## src/rtl/ps2_host_tx.sv

```systemverilog
// PS/2 host-to-device command transmitter (inhibit, framing on device clocks, ack check).
// Latency: every output is registered; pin changes reach the oe outputs after sync + filter + 1 register.
// Backpressure: tx_start is taken only while tx_busy=0; requests while busy are dropped without effect.
//
// Ports:
//   clk, rst_n             system clock, asynchronous active-low reset
//   tx_byte, tx_start      command byte and single-cycle send request
//   tx_busy, rx_inhibit    transfer in progress (rx_inhibit gates the PS/2 receiver)
//   tx_done, tx_error      one-cycle completion pulses (acked / timeout or nack)
//   ps2_clk_in/dat_in      raw open-drain pin levels
//   ps2_clk_oe/dat_oe      1 = pull the line low, 0 = release
//
// Optional build macro PS2_HOST_TX_RETRY_EN: a failed attempt (nack or timeout) restarts
// from the inhibit phase with the latched byte, up to two retries, before tx_error.
module ps2_host_tx #(
    parameter int clock_filter   = 24,
    parameter int inhibit_cycles = 12000,
    parameter int timeout_cycles = 1700000
) (
    input  logic       clk,
    input  logic       rst_n,
    input  logic [7:0] tx_byte,
    input  logic       tx_start,
    output logic       tx_busy,
    output logic       tx_done,
    output logic       tx_error,
    output logic       rx_inhibit,
    input  logic       ps2_clk_in,
    input  logic       ps2_dat_in,
    output logic       ps2_clk_oe,
    output logic       ps2_dat_oe
);

    localparam int FLT_W = $clog2(clock_filter + 1);
    localparam int INH_W = $clog2(inhibit_cycles + 1);
    localparam int TMO_W = 21;

    localparam logic [FLT_W-1:0] FLT_LAST = FLT_W'(clock_filter - 1);
    localparam logic [INH_W-1:0] INH_LAST = INH_W'(inhibit_cycles - 1);
    localparam logic [TMO_W-1:0] TMO_LAST = TMO_W'(timeout_cycles - 1);

    typedef enum logic [2:0] {
        S_IDLE,
        S_INHIBIT,
        S_RELEASE,
        S_SEND,
        S_ACK,
        S_WAIT_IDLE
    } state_t;

    // ------------------------------------------------------------------
    // Pin conditioning: 2-FF synchronisers followed by a run-length filter
    // ------------------------------------------------------------------
    logic [1:0]       clk_sync, dat_sync;
    logic [FLT_W-1:0] clk_fcnt, dat_fcnt;
    logic             clk_flt, dat_flt;
    logic             clk_fall;

    always_ff @(posedge clk or negedge rst_n) begin
        if (!rst_n) begin
            clk_sync <= 2'b11;
            dat_sync <= 2'b11;
        end else begin
            clk_sync <= {clk_sync[0], ps2_clk_in};
            dat_sync <= {dat_sync[0], ps2_dat_in};
        end
    end

    // clk_fall is asserted in the same cycle clk_flt first reads 0, so the
    // filtered data seen alongside it has passed through an identical pipeline.
    always_ff @(posedge clk or negedge rst_n) begin
        if (!rst_n) begin
            clk_flt  <= 1'b1;
            clk_fcnt <= '0;
            clk_fall <= 1'b0;
        end else begin
            clk_fall <= 1'b0;
            if (clk_sync[1] == clk_flt) begin
                clk_fcnt <= '0;
            end else if (clk_fcnt == FLT_LAST) begin
                clk_flt  <= clk_sync[1];
                clk_fcnt <= '0;
                clk_fall <= clk_flt;
            end else begin
                clk_fcnt <= clk_fcnt + FLT_W'(1);
            end
        end
    end

    always_ff @(posedge clk or negedge rst_n) begin
        if (!rst_n) begin
            dat_flt  <= 1'b1;
            dat_fcnt <= '0;
        end else begin
            if (dat_sync[1] == dat_flt) begin
                dat_fcnt <= '0;
            end else if (dat_fcnt == FLT_LAST) begin
                dat_flt  <= dat_sync[1];
                dat_fcnt <= '0;
            end else begin
                dat_fcnt <= dat_fcnt + FLT_W'(1);
            end
        end
    end

    // ------------------------------------------------------------------
    // Transmit sequencer
    // ------------------------------------------------------------------
    state_t           state;
    logic [8:0]       frame;      // {odd parity, data byte}
    logic [3:0]       bit_idx;    // falls seen in SEND
    logic [INH_W-1:0] inh_cnt;
    logic [TMO_W-1:0] tmo_cnt;
    logic             ack_ok;
`ifdef PS2_HOST_TX_RETRY_EN
    logic [1:0]       retry_cnt;
`endif

    logic tmo_hit;
    logic attempt_end;
    logic attempt_pass;

    // An attempt ends either on timeout or once the device has released both
    // lines after the ack clock. Timeout is checked first so it beats a
    // coincident fall.
    always_comb begin
        tmo_hit      = 1'b0;
        attempt_end  = 1'b0;
        attempt_pass = 1'b0;
        if ((state == S_SEND) || (state == S_ACK) || (state == S_WAIT_IDLE)) begin
            tmo_hit = (tmo_cnt == TMO_LAST);
        end
        if (tmo_hit) begin
            attempt_end = 1'b1;
        end else if ((state == S_WAIT_IDLE) && clk_flt && dat_flt) begin
            attempt_end  = 1'b1;
            attempt_pass = ack_ok;
        end
    end

    always_ff @(posedge clk or negedge rst_n) begin
        if (!rst_n) begin
            state      <= S_IDLE;
            frame      <= '0;
            bit_idx    <= '0;
            inh_cnt    <= '0;
            tmo_cnt    <= '0;
            ack_ok     <= 1'b0;
            tx_busy    <= 1'b0;
            tx_done    <= 1'b0;
            tx_error   <= 1'b0;
            ps2_clk_oe <= 1'b0;
            ps2_dat_oe <= 1'b0;
`ifdef PS2_HOST_TX_RETRY_EN
            retry_cnt  <= '0;
`endif
        end else begin
            tx_done  <= 1'b0;
            tx_error <= 1'b0;

            if ((state == S_SEND) || (state == S_ACK) || (state == S_WAIT_IDLE)) begin
                if (tmo_cnt != {TMO_W{1'b1}}) begin
                    tmo_cnt <= tmo_cnt + TMO_W'(1);
                end
            end

            case (state)
                S_IDLE: begin
                    if (tx_start && !tx_busy) begin
                        frame      <= {~^tx_byte, tx_byte};
                        tx_busy    <= 1'b1;
                        ps2_clk_oe <= 1'b1;
                        inh_cnt    <= '0;
`ifdef PS2_HOST_TX_RETRY_EN
                        retry_cnt  <= '0;
`endif
                        state      <= S_INHIBIT;
                    end
                end
                S_INHIBIT: begin
                    if (inh_cnt == INH_LAST) begin
                        ps2_dat_oe <= 1'b1;    // start bit
                        state      <= S_RELEASE;
                    end else begin
                        inh_cnt <= inh_cnt + INH_W'(1);
                    end
                end
                S_RELEASE: begin
                    ps2_clk_oe <= 1'b0;
                    tmo_cnt    <= '0;
                    bit_idx    <= '0;
                    state      <= S_SEND;
                end
                S_SEND: begin
                    if (clk_fall) begin
                        if (bit_idx == 4'd9) begin
                            ps2_dat_oe <= 1'b0;    // stop bit: line released
                            state      <= S_ACK;
                        end else begin
                            ps2_dat_oe <= ~frame[bit_idx];
                            bit_idx    <= bit_idx + 4'd1;
                        end
                    end
                end
                S_ACK: begin
                    if (clk_fall) begin
                        ack_ok <= ~dat_flt;
                        state  <= S_WAIT_IDLE;
                    end
                end
                S_WAIT_IDLE: begin
                    // completion handled by attempt_end below
                end
                default: begin
                    state <= S_IDLE;
                end
            endcase

            // Attempt completion overrides anything the state case scheduled.
            if (attempt_end) begin
                ps2_clk_oe <= 1'b0;
                ps2_dat_oe <= 1'b0;
                tx_busy    <= 1'b0;
                tx_done    <= attempt_pass;
                tx_error   <= !attempt_pass;
                state      <= S_IDLE;
`ifdef PS2_HOST_TX_RETRY_EN
                if (!attempt_pass && (retry_cnt != 2'd2)) begin
                    retry_cnt  <= retry_cnt + 2'd1;
                    ps2_clk_oe <= 1'b1;
                    tx_busy    <= 1'b1;
                    tx_error   <= 1'b0;
                    inh_cnt    <= '0;
                    state      <= S_INHIBIT;
                end
`endif
            end
        end
    end

    assign rx_inhibit = tx_busy;

endmodule

```

## config.mk

```make
export PLATFORM = sky130hd
export DESIGN_NAME = ps2_host_tx
export DESIGN_NICKNAME = d
export VERILOG_FILES = /design/src/rtl/ps2_host_tx.sv
export SDC_FILE = /design/constraint.sdc
export NUM_CORES = 1
export LEC_CHECK = 0
export ABC_CLOCK_PERIOD_IN_PS = 1900
export CAP_MARGIN = 40
export CORE_UTILIZATION = 40
export CTS_BUF_LIST = sky130_fd_sc_hd__clkbuf_2
export DETAILED_ROUTE_END_ITERATION = 8
export GPL_TIMING_DRIVEN = 0
export HOLD_SLACK_MARGIN = 0.08
export SYNTH_ARGS = -nofsm -noshare
export SYNTH_HDL_FRONTEND = slang
export SYNTH_SLANG_ARGS = --single-unit
```

## constraint.sdc

```tcl
create_clock -name clk -period 1.9 [get_ports clk]
set_input_delay 0.19 -clock clk [delete_from_list [all_inputs] [get_ports clk]]
set_output_delay 0.19 -clock clk [all_outputs]
set_load 0.1 [all_outputs]
```

# Word level (Yosys, flattened, before mapping)
# Cells that the tools add are included.
dict set report word_totals {
  regBits 74
  in_bits 13
  output_inout_bits 6
}
dict set report classes {
  add_sub_neg 5
  n_lt_le_gt_ge 1
  n_eq_ne 23
  muxes 41
  n_bitwise 4
  n_reduce_logical 28
}
# cell count
set ops {}
lappend ops {{two-way mux 21 bit} 3}
lappend ops {{two-way mux 14 bit} 2}
lappend ops {{one-hot mux 14 bit (2 select lines)} 1}
lappend ops {{adder 21 x 1 -> 21 bit, second input constant} 1}
lappend ops {{equality test 21 bit, second input constant} 1}
lappend ops {{!= test 21 bit, second input constant} 1}
lappend ops {{two-way mux 5 bit} 4}
lappend ops {{two-way mux 1 bit} 18}
lappend ops {{two-way mux 3 bit} 6}
lappend ops {{one-hot mux 3 bit (6 select lines)} 1}
lappend ops {{adder 14 x 1 -> 14 bit, second input constant} 1}
lappend ops {{equality test 14 bit, second input constant} 1}
lappend ops {{AND reduction 2 bit} 7}
lappend ops {{!= test 3 bit, second input constant} 4}
lappend ops {{nonzero test 2 bit} 6}
lappend ops {{adder 5 x 1 -> 5 bit, second input constant} 2}
lappend ops {{equality test 5 bit, second input constant} 2}
lappend ops {{!= test 2 bit, second input constant} 5}
lappend ops {{AND reduction 3 bit} 3}
lappend ops {{two-way mux 4 bit} 2}
lappend ops {{one-hot mux 4 bit (2 select lines)} 1}
lappend ops {{XNOR reduction 8 bit} 1}
lappend ops {{equality test 3 x 2 -> 1 bit, second input constant} 2}
lappend ops {{equality test 3 bit, second input constant} 2}
lappend ops {{other kinds (15)} 25}

# Longest topological paths before layout
dict set report depth {
  word_depth 7
  depth_mapped 8
  ltp_nobuf 7
}

# Least setup slack after synthesis
# OpenSTA, ideal clock, no wires.
dict set report synth_path {
  path_kind {reg2reg}
  from {register tx_busy, in the netlist rx_inhibit}
  to {register inh_cnt[1]}
  t_arrival_ns 1.928
  required_ns 1.833
  path_slack_ns -0.094
  stages_incl_launch_ff 8
  path_buffers 2
  period_less_slack_ns 1.994
  path_cell_list {dfrtp_1 -> nor2b_1 -> nand2_1 -> or2_2 -> clkbuf_1 -> clkbuf_1 -> nand3_1 -> nand2_1}
}
dict set report synth_via {
  elab_chain_cells 4
}
# item line
set synth_rtl {}
lappend synth_rtl {{start: declaration} 24} ;# output logic tx_busy,
lappend synth_rtl {{start signal: assignment} 149} ;# tx_busy <= 1'b0;
lappend synth_rtl {{start signal: assignment} 171} ;# tx_busy <= 1'b1;
lappend synth_rtl {{start signal: assignment} 223} ;# tx_busy <= 1'b0;
lappend synth_rtl {{logical NOT 1 bit} 169} ;# if (tx_start && !tx_busy) begin
lappend synth_rtl {{logical AND 1 bit} 169}
lappend synth_rtl {{!= test 2 bit (no line)} --}
lappend synth_rtl {{AND reduction 3 bit (no line)} --}
lappend synth_rtl {{end signal: assignment} 185} ;# inh_cnt <= inh_cnt + INH_W'(1);
lappend synth_rtl {{end: declaration} 112} ;# logic [INH_W-1:0] inh_cnt;
# Every way passes these cells.
# A chain may end at the register's enable or synchronous reset.

# Worst setup path after layout
dict set report layout_path {
  from {register ps2_clk_oe}
  to {output ps2_clk_oe}
}
# item line
set layout_rtl {}
lappend layout_rtl {{start: declaration} 30} ;# output logic ps2_clk_oe,
lappend layout_rtl {{start signal: assignment} 152} ;# ps2_clk_oe <= 1'b0;
lappend layout_rtl {{start signal: assignment} 172} ;# ps2_clk_oe <= 1'b1;
lappend layout_rtl {{start signal: assignment} 189} ;# ps2_clk_oe <= 1'b0;
# No word-level cell between the ends.

==> flow_metrics.tcl <==
set metrics [dict create \
    finalSetupViolations 0 \
    power_frac_clock 0.369 \
    ys_async_sr_fraction 1.00 \
    max_freq_mhz 554 \
    switching_power_uw 645 \
    firstDrtPassIters 4 \
    synth_top_area_frac 0.448 \
    ant_nets 0 \
    ys_seq_area_frac 0.489 \
    internal-power_mw 2.10 \
    drive_gt1_frac 0.181 \
    postSynthAreaPerCell_um2 9.70 \
    cts_tree "yes" \
    hold_path_class "primary input to async pin" \
    yosysUniqueCellTypes 57 \
    die_x_um 99.5 \
    insertion_delay_ps 510 \
    num_rows 35 \
    status "complete, no violations" \
    fp.dieH_um 99.5 \
    fin_crit_ps 1810 \
    synthTopCellsByCount "dfrtp_1 (68), nand2_1 (51), nor2_1 (36)" \
    antenna_found_initial 0 \
    postLayoutCellArea_um2 4600 \
    worstPathRequired_ps 1710 \
    clock_skew_ps 29.1 \
    slew_viol_final 0 \
    synth_area_leaders "dfrtp_1 (45%), nand2_1 (5.0%), xnor2_1 (4.8%)" \
    place_ws_ps -301 \
    htreeDepth 3 \
    place_area_um2 4260 \
    drv_cap 0 \
    final_util 0.498 \
    core_area_um2 9240 \
    final_cells 570 \
    start_util 0.412 \
    power_frac_seq 0.585 \
    place_hpwl_mm 5.45 \
    die_area_um2 9900 \
    via_per_inst 5.34 \
    avgRoutedWirePerCell_um 14.2 \
    critPathMaxFanout 2 \
    path_class "flop to output pin" \
    worstPathArrival_ps 1620 \
    synth_seq_cells 74 \
    routed_wl_mm 8.11 \
    fill_cells 856 \
    cts_buffers 9 \
    synth_nets 411 \
    area.growth.synth_to_final_pct 21.0 \
    synth_area_um2 3800 \
    num_vias 3046 \
    clockRootBuffer "clkbuf_2" \
    io_buffers 18 \
    drc 0 \
    yosys.area.top_type "dfrtp_1" \
    cellLeakagePower_nw 1.93 \
    grt_pass1_wl_mm 13.8 \
    period_share 0.950 \
    dp.cells 546 \
    cts.sinks 74 \
    grt_usage 0.177 \
    ys.flop_type "dfrtp_1" \
    r2r_setup_slack_ps 100 \
    grt_remaining_overflow 0 \
    end_kind "output pin" \
    synth.most_common_cell "dfrtp_1" \
    ir_drop_uv 353 \
    hold_viol_final 0 \
    first_global_vias 2886 \
    fin_nets 455 \
    rsz0062_at_grt "true" \
    relSlewSlack 0.685 \
    clk_pin_slew_worst_paths_ps 190 \
    grt_max_degree 65 \
    setup_tns_ps 0 \
    netlist_instances 392 \
    drt_iter0_drc 115 \
    fin_ws_ps 94.2 \
    pwr-share-comb 0.046 \
    globalplace.congestion 0.828 \
    crit_path_start_kind "flop" \
    worst_pin_slew_ps 473 \
    power.density_nw_per_um2 597 \
    diodes 0 \
    synth_edf_count 0 \
    ctsLongestPathBuffers 2 \
    synth-warning-count 0 \
    pin_count 19 \
    switching_share 0.235 \
]
-- routing by layer --
metal,global-route usage,routed length (um),share of wire,vias up
li1,-,-,-,1509
met1,0.244,3970,0.49,1483
met2,0.278,3800,0.47,44
met3,0.0302,232,0.029,10
met4,0.0690,110,0.014,0
met5,0,0,0,-
-- cells in the final DEF (no fill, tap or decap), types with 4 or more instances in the layout --
cell / count
o211ai_1: 6
nor3b_1: 6
nand3_1: 22
clkbuf_2: 15
nor3_1: 8
and3_1: 8
and4_1: 5
inv_1: 4
dfstp_2: 6
a21oi_1: 16
buf_4: 10
dlygate4sd3_1: 4
clkdlybuf4s50_1: 14
nand2_1: 51
o21ai_0: 19
dfrtp_1: 64
nand2b_1: 8
xor2_1: 5
dfrtp_2: 4
nand4_1: 9
nor2_2: 4
o31ai_1: 7
nor2_1: 32
or3_1: 8
a211oi_1: 4
nor4_1: 4
buf_12: 4
xnor2_1: 21
ha_1: 6
nor2b_1: 4
-- sequential cells by signal (all words and copies together) (netlist names), 3 cells and up --
| name | flops |
|---|---|
| bit_idx | 4 |
| clk_fcnt | 5 |
| dat_fcnt | 5 |
| frame | 9 |
| inh_cnt | 14 |
| state | 3 |
| tmo_cnt | 21 |
-- stage by stage --
| step | total power, mW | hold slack, ps |
|---|---|---|
| after CTS | 2.79 | 129 |
| after floorplan | 1.68 | -106 |
| after detailed placement | 1.76 | 48.3 |
| after global placement | 1.75 | 346 |
| after global routing | 2.86 | 143 |
| final | 2.75 | 190 |
-- critical path, stage by stage, from the launching register on --
cell and delay, ps:
dfrtp_1 390, clkdlybuf4s50_1 520, buf_8 200
-- worst paths after layout --
kind                             startpoint     endpoint  cells after the start
worst min register to register  clk_sync[0]  clk_sync[1]                      0
worst max-delay path             ps2_clk_oe   ps2_clk_oe                      2
max in group asynchronous             rst_n  dat_fcnt[1]                      3
worst min-delay path                  rst_n  dat_sync[1]                      2
min in group clk                 tx_byte[1]     frame[1]                      3
worst max register to register   inh_cnt[1]  inh_cnt[10]                      6
-- cells by family (layout without fill, tap and decap cells) --
family                     count (synthesis)  after routing  share of synthesized area
AOI/OAI and AO/OA                         67             67                      0.114
xor gates and xnor gates                  26             26                     0.0599
adders and majority gates                  6              6                     0.0197
buffers and inverters                     18             67                     0.0220
DFF                                       74             74                      0.489
muxes                                      5              5                     0.0174
and+or+nand+nor                          196            196                      0.278
-- cell type report --
| type | instances | area (um2) | share of cell area |
|---|---|---|---|
| multi-input combinational | 300 | 1950 | 0.423 |
| timing repair buffer | 35 | 403 | 0.0875 |
| clock inverter | 5 | 80.1 | 0.0174 |
| tap | 129 | 161 | 0.0351 |
| sequential | 74 | 1860 | 0.405 |
| buffer | 12 | 75.1 | 0.0163 |
| inverter | 4 | 15.0 | 0.00326 |
| clock buffer | 11 | 55.1 | 0.0120 |
-- power groups by stage --
stage / sequential (mW) / combinational (mW) / clock (mW)
floorplan: 1.63 / 0.0466 / 0
global placement: 1.63 / 0.113 / 0
detailed placement: 1.63 / 0.122 / 0
CTS: 1.61 / 0.130 / 1.05
global route: 1.61 / 0.143 / 1.11
finish: 1.61 / 0.127 / 1.01
-- what timing repair did --
action / CTS / global route
resized for setup: 8 / 36
setup endpoints to repair: 28 / 49
endpoints found under the hold margin: 76 / 0
hold buffers: 4 / 0
gates cloned: 0 / 0
pin swaps: 0 / 6
buffers inserted: 2 / 6
Power figures use the tool's default switching activity.
